File: src/rtl/emergency_request_conditioner.sv
// rtl/emergency_request_conditioner.sv - sync, debounce, latch and arbitrate emergency requests
// Channel index 0 is NS, index 1 is EW throughout.
module emergency_request_conditioner #(
  parameter int SYNC_STAGES       = 2,
  parameter int CNT_WIDTH         = 32,
  parameter int DEBOUNCE_TICKS    = 500000,
  parameter int REQ_TIMEOUT_TICKS = 200000000,
  parameter int COOLDOWN_TICKS    = 100000000
) (
  input  logic       clk,
  input  logic       rst,
  input  logic       raw_emg_ns,
  input  logic       raw_emg_ew,
  input  logic [2:0] state_debug,
  output logic       emg_ns,
  output logic       emg_ew,
  output logic       pending_ns,
  output logic       pending_ew,
  output logic       busy,
  output logic       fault
);

  typedef enum logic [2:0] {
    S_IDLE, S_REQ_NS, S_REQ_EW, S_WAIT_NS, S_WAIT_EW, S_COOLDOWN
  } state_t;

  localparam logic [CNT_WIDTH-1:0] DEB_LAST = CNT_WIDTH'(DEBOUNCE_TICKS - 1);
  localparam logic [CNT_WIDTH-1:0] TMO_LAST = CNT_WIDTH'(REQ_TIMEOUT_TICKS - 1);
  localparam logic [CNT_WIDTH-1:0] CD_LAST  = CNT_WIDTH'(COOLDOWN_TICKS - 1);
  localparam logic [2:0] CODE_NS = 3'd6;
  localparam logic [2:0] CODE_EW = 3'd7;

  logic [SYNC_STAGES-1:0] sync_q [2];
  logic [CNT_WIDTH-1:0]   deb_cnt [2];
  logic [1:0]             raw, sync, deb, deb_upd, deb_rise, pend, clr;
  logic [CNT_WIDTH-1:0]   tmo_cnt, cd_cnt;
  logic                   last_ew, tmo_evt;
  logic                   emg_ns_d, emg_ew_d, busy_d;
  state_t                 state, state_next;

  assign raw        = {raw_emg_ew, raw_emg_ns};
  assign pending_ns = pend[0];
  assign pending_ew = pend[1];

  // The deb update edge doubles as the pending set, so pending rises with deb.
  always_comb begin
    for (int i = 0; i < 2; i++) begin
      sync[i]     = sync_q[i][SYNC_STAGES-1];
      deb_upd[i]  = (sync[i] != deb[i]) && (deb_cnt[i] >= DEB_LAST);
      deb_rise[i] = deb_upd[i] && sync[i];
    end
  end

  always_ff @(posedge clk or posedge rst) begin
    if (rst) begin
      for (int i = 0; i < 2; i++) begin
        sync_q[i]  <= '0;
        deb_cnt[i] <= '0;
      end
      deb  <= '0;
      pend <= '0;
    end else begin
      for (int i = 0; i < 2; i++) begin
        sync_q[i] <= {sync_q[i][SYNC_STAGES-2:0], raw[i]};
        if (sync[i] == deb[i] || deb_upd[i]) deb_cnt[i] <= '0;
        else                                 deb_cnt[i] <= deb_cnt[i] + CNT_WIDTH'(1);
        if (deb_upd[i]) deb[i] <= sync[i];
        pend[i] <= deb_rise[i] | (pend[i] & ~clr[i]);
      end
    end
  end

  always_ff @(posedge clk or posedge rst) begin
    if (rst) begin
      state   <= S_IDLE;
      tmo_cnt <= '0;
      cd_cnt  <= '0;
      last_ew <= 1'b1;
      emg_ns  <= 1'b0;
      emg_ew  <= 1'b0;
      busy    <= 1'b0;
      fault   <= 1'b0;
    end else begin
      state   <= state_next;
      tmo_cnt <= (state == S_REQ_NS || state == S_REQ_EW) ? tmo_cnt + CNT_WIDTH'(1) : '0;
      cd_cnt  <= (state == S_COOLDOWN) ? cd_cnt + CNT_WIDTH'(1) : '0;
      if (clr != 2'b00) last_ew <= clr[1];
      emg_ns  <= emg_ns_d;
      emg_ew  <= emg_ew_d;
      busy    <= busy_d;
      fault   <= fault | tmo_evt;
    end
  end

  always_comb begin
    state_next = state;
    case (state)
      S_IDLE: begin
        if (pend[0] && (!pend[1] || last_ew)) state_next = S_REQ_NS;
        else if (pend[1])                     state_next = S_REQ_EW;
      end
      S_REQ_NS: begin
        if (state_debug == CODE_NS) state_next = S_WAIT_NS;
        else if (tmo_cnt >= TMO_LAST) state_next = S_COOLDOWN;
      end
      S_REQ_EW: begin
        if (state_debug == CODE_EW) state_next = S_WAIT_EW;
        else if (tmo_cnt >= TMO_LAST) state_next = S_COOLDOWN;
      end
      S_WAIT_NS:  if (state_debug != CODE_NS) state_next = S_COOLDOWN;
      S_WAIT_EW:  if (state_debug != CODE_EW) state_next = S_COOLDOWN;
      S_COOLDOWN: if (cd_cnt >= CD_LAST) state_next = S_IDLE;
      default:    state_next = S_IDLE;
    endcase
  end

  // Leaving a REQ state is either an acknowledge or a timeout; both release that channel.
  always_comb begin
    emg_ns_d = (state_next == S_REQ_NS);
    emg_ew_d = (state_next == S_REQ_EW);
    busy_d   = (state_next != S_IDLE);
    clr[0]   = (state == S_REQ_NS) && (state_next != S_REQ_NS);
    clr[1]   = (state == S_REQ_EW) && (state_next != S_REQ_EW);
    tmo_evt  = (state == S_REQ_NS || state == S_REQ_EW) && (state_next == S_COOLDOWN);
  end

endmodule

File: config.mk
export PLATFORM = sky130hd
export DESIGN_NAME = emergency_request_conditioner
export DESIGN_NICKNAME = d
export VERILOG_FILES = /design/src/rtl/emergency_request_conditioner.sv
export SDC_FILE = /design/constraint.sdc
export NUM_CORES = 1
export LEC_CHECK = 0
export ABC_AREA = 1
export CAP_MARGIN = 20
export CORE_ASPECT_RATIO = 1.2
export CORE_MARGIN = 3
export CORE_UTILIZATION = 31
export CTS_CLUSTER_DIAMETER = 50
export CTS_CLUSTER_SIZE = 20
export DETAILED_ROUTE_END_ITERATION = 12
export PLACE_DENSITY_LB_ADDON = 0.2
export SLEW_MARGIN = 0
export SYNTH_ARGS = -nofsm -noshare
export SYNTH_HDL_FRONTEND = slang
export SYNTH_SLANG_ARGS = --single-unit
export TNS_END_PERCENT = 50
File: constraint.sdc
create_clock -name clk -period 6.7 [get_ports clk]
set_clock_uncertainty 0.1 [all_clocks]
set_input_delay 2.01 -clock clk [delete_from_list [all_inputs] [get_ports clk]]
set_output_delay 2.01 -clock clk [all_outputs]
set_load 0.02 [all_outputs]
==> Word-level counts from Yosys, hierarchy flattened <==
Index checks and enable logic that the tools add are counted.
Widths: inputs -> output; s select.
{ "op_classes": {"order_cmp": 4, "n_addsub": 4, "n_mux": 13, "reduce_logical": 16, "n_eq_ne": 18, "bitwise_logic": 7} }
{ "ops": {"columns": ["op", "n"], "rows": [
  ["$add 32x1->32 const B", 4],
  ["$mux 32", 4],
  ["$ge 32x19->1 const B", 2],
  ["$ge 32x27->1 const B", 1],
  ["$ge 32x28->1 const B", 1],
  ["$mux 3", 8],
  ["$pmux 3 s6", 1],
  ["$eq 3x3->1 const B", 5],
  ["$eq 3x2->1 const B", 3],
  ["$logic_and 1x1->1", 8],
  ["$eq 3x1->1 const B", 2],
  ["$ne 3x3->1 const B", 2],
  ["$logic_or 1x1->1", 4],
  ["$logic_not 3->1", 1],
  ["$ne 3x1->1 const B", 1],
  ["$ne 3x2->1 const B", 1],
  ["$or 1x1->1", 3],
  ["$reduce_bool 3->1", 1],
  ["$and 1x1->1", 2],
  ["$eq 1x1->1", 2],
  ["$ne 1x1->1", 2],
  ["$not 1->1", 2],
  ["$reduce_bool 2->1", 1],
  ["$logic_not 1->1", 1]
]} }
{ "word_totals": {"out_inout_bits": 6, "input_bits": 7, "regBits": 144} }

==> Depth between registers and ports, before layout <==
Gate-level depths: netlist (run 1).
{ "depth": {"ltp_word": 10, "ltp_mapped": 14, "ltp_nobuf": 14} }

==> Least setup slack after synthesis (run 1) <==
No wires, ideal clock.
{ "synth_timing": {"path_type": "input-to-reg", "start": "input state_debug[2]", "end": "register busy", "setup_ns": 0.131, "setup_slack_ns": 3.660, "t_arrival_ns": 2.809, "required_ns": 6.469, "n_path_buf": 0, "path_stages": 6, "path_cell_list": "inv_1 nor2_1 o21ai_0 nor2_1 nand3_2 or3_1"} }
{ "synth_between": {"elab_chain_len": 4, "elab_cells_between_ends": 10, "cone_classes": "4 x eq/ne; 5 x mux; 1 x reduce/logical"} }
{ "synth_lines": {"columns": ["item", "line", "text"], "rows": [
  ["start, declared", "14", "input logic [2:0] state_debug,"],
  ["$ne 3x3->1 (tied with other cells)", "111", "S_WAIT_EW: if (state_debug != CODE_EW) state_next = S_COOLDOWN;"],
  ["$mux 3, on equally long branches", null, null],
  ["$pmux 3 s6 *", "97", "case (state)"],
  ["named net state_next[0]", "39", "state_t state, state_next;"],
  ["$reduce_bool 3->1 *", "121", "busy_d = (state_next != S_IDLE);"],
  ["named net busy_d", "38", "logic emg_ns_d, emg_ew_d, busy_d;"],
  ["end signal, assigned", "90", "busy <= busy_d;"],
  ["end, declared", "19", "output logic busy,"]
]} }
Mark *: on every way through the listed nets, which the timed path passes. The rest lies on a longest branch.
A chain may end at the register's enable or synchronous reset.

==> Worst setup path in the final report (run 1) <==
{ "layout_timing": {"start": "register pend[1]", "end": "output pending_ew"} }
{ "layout_lines": {"columns": ["item", "line", "text"], "rows": [
  ["start, declared", "35", "logic [1:0] raw, sync, deb, deb_upd, deb_rise, pend, clr;"],
  ["start signal, assigned by index", "68", "pend[i] <= deb_rise[i] | (pend[i] & ~clr[i]);"],
  ["end, declared", "18", "output logic pending_ew,"]
]} }
No word-level cell between the ends.

==> impl_metrics.json, run 1 <==
{
  "cp_max_fo": 4,
  "reg2reg_depth": 10,
  "reg2reg_to": "pend[0]$_DFF_PP0_",
  "post_cts_resized": 0,
  "ir_drop_mv": 0.139,
  "die_w_um": 142,
  "grt_max_degree": 111,
  "grt_pass1_wl_mm": 25.0,
  "io_buffers": 12,
  "finalMaxSlewViolations": 0,
  "syn2layout_area_growth_pct": 16.9,
  "fin_util": 0.371,
  "syn_inst": 835,
  "antenna_found_initial": 0,
  "die_y_um": 170,
  "antenna_cells": 0,
  "path_clk_slew_ps": 60,
  "synth_edf_count": 0,
  "ys_ff_latch": 144,
  "finalWeightedCongestion": 0.795,
  "grt_usage": 0.126,
  "ant_nets": 0,
  "seq_area_frac_synth": 0.521,
  "tightest_slew_ps": 698,
  "final_cells": 1172,
  "die_area_mm2": 0.0242,
  "reg2reg_slack_ps": 4300,
  "rsz0062_at_grt": "false",
  "crit_start": "pend[1]$_DFF_PP0_",
  "cpPeakStageDelay_ps": 650,
  "period_share": 0.532,
  "num_rows": 59,
  "grt_pass1_vias": 5437,
  "relSlewSlack": 0.533,
  "grt_overflow_total": 0,
  "synth.avg_cell_area_um2": 8.28,
  "start_kind": "register",
  "initial_core_util": 0.318,
  "yosys.area.top_type": "dfrtp_1",
  "register_area_mm2": 0.00360,
  "cts.sinks": 144,
  "power_density_mw_per_mm2": 271,
  "viasPerCell": 4.59,
  "yosysWarnings": 0,
  "worst-setup-path-type": "register to output port",
  "synthFlopType": "dfrtp_1",
  "place_inst": 1139,
  "worst-endpoint-arrival_ps": 1450,
  "fmax_ghz": 0.281,
  "hp-start": "sync_q[2]$_DFF_PP0_",
  "hold_viol": 0,
  "cts_root_buf": "clkbuf_16",
  "async_reset_ff_frac": 1.00,
  "place_hpwl_mm": 10.0,
  "htreeDepth": 4,
  "routedWlPerCell_um": 12.1,
  "vias": 5382,
  "pre_cts_ws_ps": 2790,
  "cts_buffers": 17,
  "mostFrequentLayoutCell": "nand2_1",
  "nNetsFinal": 896,
  "finalWorstSetupSlack_ps": 3140,
  "crit_path_end_kind": "output port",
  "crit_buf_inv": 1,
  "postCtsSetupBuffers": 0,
  "hold_buffers": 0,
  "status": "completed",
  "synth.lib_cells_used.distinct": 42,
  "required_ps": 4590,
  "drive_gt1_frac": 0.0757,
  "period_minus_slack_ps": 3560,
  "cts_buffer_depth": 2,
  "ys_top_cells_by_area": "dfrtp_1 52%, nand2_1 8.5%, nor2_1 7.4%",
  "ios": 13,
  "dr.pass1.iters": 4,
  "num-fill-cells": 2184,
  "synth.cell_area_mm2": 0.00692,
  "multi_input_area_mm2": 0.00299,
  "clk_latency_ps": 420,
  "core-area_mm2": 0.0218,
  "path_cells": "clkdlybuf4s50_1",
  "setup_viol": 0,
  "holdPathEnd": "sync[0]$_DFF_PP0_",
  "netlist.area_leader.share": 0.517,
  "cp_top_family": "buffers and inverters",
  "drc": 0,
  "r2r-start": "state[0]$_DFF_PP0_",
  "routed_wl_mm": 14.2,
  "drv_cap": 0,
  "drt-initial-drc-count": 209,
  "cts_tree": "built",
  "fin_setup_tns_ps": 0,
  "p_leak_nw": 3.38,
  "slowest_stage": "clkdlybuf4s50_1",
  "final_cell_mix": "157 x nand2_1, 143 x dfrtp_1, 137 x nor2_1, 96 x inv_1, 48 x a21oi_1",
  "hold_class": "register to register",
  "holdPathStages": 0
}
[routing by layer]
layer / routed length, um / GRT usage / up-vias
li1: - / - / 2803
met1: 6790 / 0.160 / 2501
met2: 6860 / 0.212 / 60
met3: 341 / 0.0282 / 18
met4: 181 / 0.0405 / 0
met5: 0 / 0 / -
[layout make-up]
| class | instances | area share |
|---|---|---|
| Clock buffer | 19 | 0.0548 |
| Clock inverter | 13 | 0.0200 |
| Inverter | 103 | 0.0484 |
| Multi-Input combinational cell | 605 | 0.369 |
| Sequential cell | 144 | 0.446 |
| Tap cell | 274 | 0.0424 |
| Timing Repair Buffer | 14 | 0.0192 |
[state kept, by name, indices dropped and copies added (netlist names)]
register  cells
busy          1
cd_cnt       32
deb           2
deb_cnt      64
emg_ew        1
emg_ns        1
fault         1
last_ew       1
pend          2
state         3
sync          2
sync_q        2
tmo_cnt      32
[kinds of logic after synthesis]
| family | count (synthesis) | share of synthesized area |
|---|---|---|
| simple gates | 451 | 0.301 |
| fa+ha+maj | 4 | 0.00723 |
| xor+xnor | 25 | 0.0317 |
| flops | 144 | 0.521 |
| compound gates | 99 | 0.0772 |
| buf+inv | 111 | 0.0610 |
| other cells | 1 | 0.000542 |
[cell usage after synthesis, types with 3 or more instances]
library cell,count
nand3_2,4
inv_1,97
dfrtp_1,143
a211oi_1,5
nor4_1,12
nor3_1,42
nor2_1,137
o21ai_0,33
o21a_1,3
buf_2,4
a31oi_1,4
ha_1,4
xor2_1,18
a21oi_1,48
nand2_1,157
xnor2_1,7
clkbuf_1,4
nor3b_1,8
inv_2,6
nor2_2,10
nand3_1,32
nor3_2,4
nand4_1,27
[worst max path at each step]
stage / depth (start not counted) / slack (ps) / end
global route: 1 / 3080 / pending_ew
finish: 1 / 3140 / pending_ew
CTS: 1 / 3110 / pending_ew
global placement: 3 / 2810 / deb_cnt[47]$_DFF_PP0_
floorplan: 1 / 730 / busy$_DFF_PP0_
detailed placement: 12 / 2790 / pend[0]$_DFF_PP0_
[power by group]
| group | total, mW | leakage [nW] | internal (mW) | switching [mW] |
|---|---|---|---|---|
| clock | 0.972 | 0.286 | 0.596 | 0.376 |
| sequential | 0.943 | 1.91 | 0.912 | 0.0312 |
| combinational | 0.276 | 1.18 | 0.0858 | 0.191 |
| total | 2.19 | 3.38 | 1.59 | 0.597 |
[per-stage QoR]
step,power [mW],area (um2),hold WS (ps)
after floorplan,1.14,7010,231
after global placement,1.24,7450,238
after detailed placement,1.24,7450,237
after CTS,2.22,8060,251
after global routing,2.30,8080,255
final,2.19,8080,247
Power figures use the tool's default switching activity.
==> run 2, diff against run 1 <==
Clock period 6.7 ns to 3.6 ns, I/O delays scaled along.
==> run 2 against run 1 <==
Via count rose by 0.67%. Sequential power increased by 87%. Combinational power grew 88%. Sequential share of layout area is 0.17 points higher. Count of clock-buffer cells in the layout up 1. Die area did not move. Core utilization shrank 0.14 points. Clock power increased by 79%. Register-to-register slack got worse by 2900 ps. Largest cell class unchanged.
==> impl_metrics.json, run 2 (synthesis gave the netlist of run 1 again) <==
{
  "mostFrequentLayoutCell": "nand2_1",
  "cell_internal_pwr_mw": 2.90,
  "top_regs": "deb_cnt: 64 flops, cd_cnt: 32 flops, tmo_cnt: 32 flops",
  "cts_buffer_depth": 2,
  "num_rows": 59,
  "whs_ps": 247,
  "reg2reg_to": "cd_cnt[30]$_DFF_PP0_",
  "top_register": "deb_cnt",
  "p_sw_mw": 1.12,
  "ir_drop_mv": 0.271,
  "antenna_found_initial": 0,
  "switching_share": 0.279,
  "pwr-share-clk": 0.432,
  "dr.pass1.iters": 5,
  "worst-endpoint-arrival_ps": 1500,
  "cts_tree": "built",
  "syn2layout_area_growth_pct": 16.4,
  "path_clk_slew_ps": 60,
  "finalMaxSlewViolations": 0,
  "core-area_mm2": 0.0218,
  "viasPerCell": 4.62,
  "fin_setup_tns_ps": 0,
  "worst-setup-path-type": "register to output port",
  "routed_wl_mm": 14.4,
  "cts.sinks": 144,
  "hold_buffers": 0,
  "antenna_cells": 0,
  "hold_viol": 0,
  "tightest_slew_ps": 787,
  "place_hpwl_mm": 10.1,
  "largest_reg_flops": 64,
  "cp_max_fo": 4,
  "slowest_stage": "clkdlybuf4s50_1",
  "drt-initial-drc-count": 294,
  "start_kind": "register",
  "fin_util": 0.370,
  "ant_nets": 0,
  "nNetsFinal": 896,
  "pwr-share-comb": 0.129,
  "grt.met1_usage": 0.172,
  "post_cts_resized": 0,
  "period_share": 0.744,
  "die_w_um": 142,
  "vias": 5418,
  "drv_cap": 0,
  "io_buffers": 12,
  "rsz0062_at_grt": "false",
  "clk_latency_ps": 420,
  "hold_class": "register to register",
  "num-fill-cells": 2280,
  "routedWlPerCell_um": 12.3,
  "postCtsSetupBuffers": 0,
  "grt_usage": 0.131,
  "fmax_ghz": 0.374,
  "grt_overflow_total": 0,
  "relSlewSlack": 0.475,
  "cpPeakStageDelay_ps": 640,
  "cts_buffers": 17,
  "cp_top_family": "buffers and inverters",
  "grt_pass1_vias": 5507,
  "period_minus_slack_ps": 2680,
  "reg2reg_slack_ps": 1420,
  "power_density_mw_per_mm2": 499,
  "crit_buf_inv": 1,
  "cts_root_buf": "clkbuf_16",
  "grt_pass1_wl_mm": 25.8,
  "finalWeightedCongestion": 0.812,
  "busiest_layer": "met2",
  "path_cells": "clkdlybuf4s50_1",
  "grt_use_met3": 0.0234,
  "holdPathEnd": "sync[0]$_DFF_PP0_",
  "r2r-start": "cd_cnt[0]$_DFF_PP0_",
  "p_leak_nw": 3.36,
  "required_ps": 2420,
  "die_area_mm2": 0.0242,
  "p_seq_frac": 0.438,
  "htreeDepth": 4,
  "final_cell_mix": "157 x nand2_1, 143 x dfrtp_1, 137 x nor2_1, 96 x inv_1, 48 x a21oi_1",
  "setup_viol": 0,
  "holdPathStages": 0,
  "use_met2": 0.212,
  "die_y_um": 170,
  "hp-start": "sync_q[2]$_DFF_PP0_",
  "drc": 0,
  "initial_core_util": 0.318,
  "grt_max_degree": 145,
  "status": "completed",
  "reg2reg_depth": 10,
  "ios": 13,
  "crit_path_end_kind": "output port",
  "drive_gt1_frac": 0.0746
}
run 2: cell count changes in the layout (fill, tap and decap cells not counted):
cell	before	now
buf_12	0	1
buf_16	1	0
bufinv_16	3	2
clkbuf_1	1	2
clkinv_2	3	2
clkinv_4	1	2
clkinvlp_4	4	5
inv_6	3	2
run 2: layout make-up:
type / count / area (um2) / share of cell area
clock buffers: 20 / 447 / 0.0555
clock inverters: 12 / 135 / 0.0168
inverters: 103 / 390 / 0.0485
multi-input cells: 605 / 2990 / 0.371
flip-flops and latches: 144 / 3600 / 0.448
well taps: 274 / 343 / 0.0426
repair buffers: 14 / 148 / 0.0183
run 2: power groups by stage:
| stage | clock network [mW] | registers (mW) | logic (mW) |
|---|---|---|---|
| final | 1.74 | 1.76 | 0.520 |
| after global routing | 1.86 | 1.77 | 0.596 |
| after CTS | 1.79 | 1.76 | 0.530 |
| after detailed placement | 0 | 1.79 | 0.529 |
| after global placement | 0 | 1.79 | 0.522 |
| after floorplan | 0 | 1.80 | 0.327 |
run 2: through the flow:
stage          std cells  power (mW)  instance area, um2  setup WS (ps)
5_1_grt             1172        4.22                8050            878
3_5_place_dp        1140        2.32                7470            673
3_3_place_gp        1140        2.32                7470            698
2_1_floorplan        860        2.13                7020            616
4_1_cts             1172        4.08                8050            903
6_report            1172        4.02                8050            923
run 2: how the worst max path moves through the flow:
stage	to	slack, ps	depth (start not counted)	startpoint
6_report	pending_ew	920	1	pend[1]$_DFF_PP0_
2_1_floorplan	busy$_DFF_PP0_	620	1	rst
3_3_place_gp	pend[0]$_DFF_PP0_	700	12	state_debug[1]
5_1_grt	pending_ew	880	1	pend[1]$_DFF_PP0_
4_1_cts	pending_ew	900	1	pend[1]$_DFF_PP0_
3_5_place_dp	pend[0]$_DFF_PP0_	670	12	state_debug[1]
run 2: routing by layer:
metal | wire length [um] | up-vias
met4 | 295 | 0
met2 | 6850 | 68
li1 | - | 2815
met5 | 0 | -
met1 | 6880 | 2515
met3 | 348 | 20
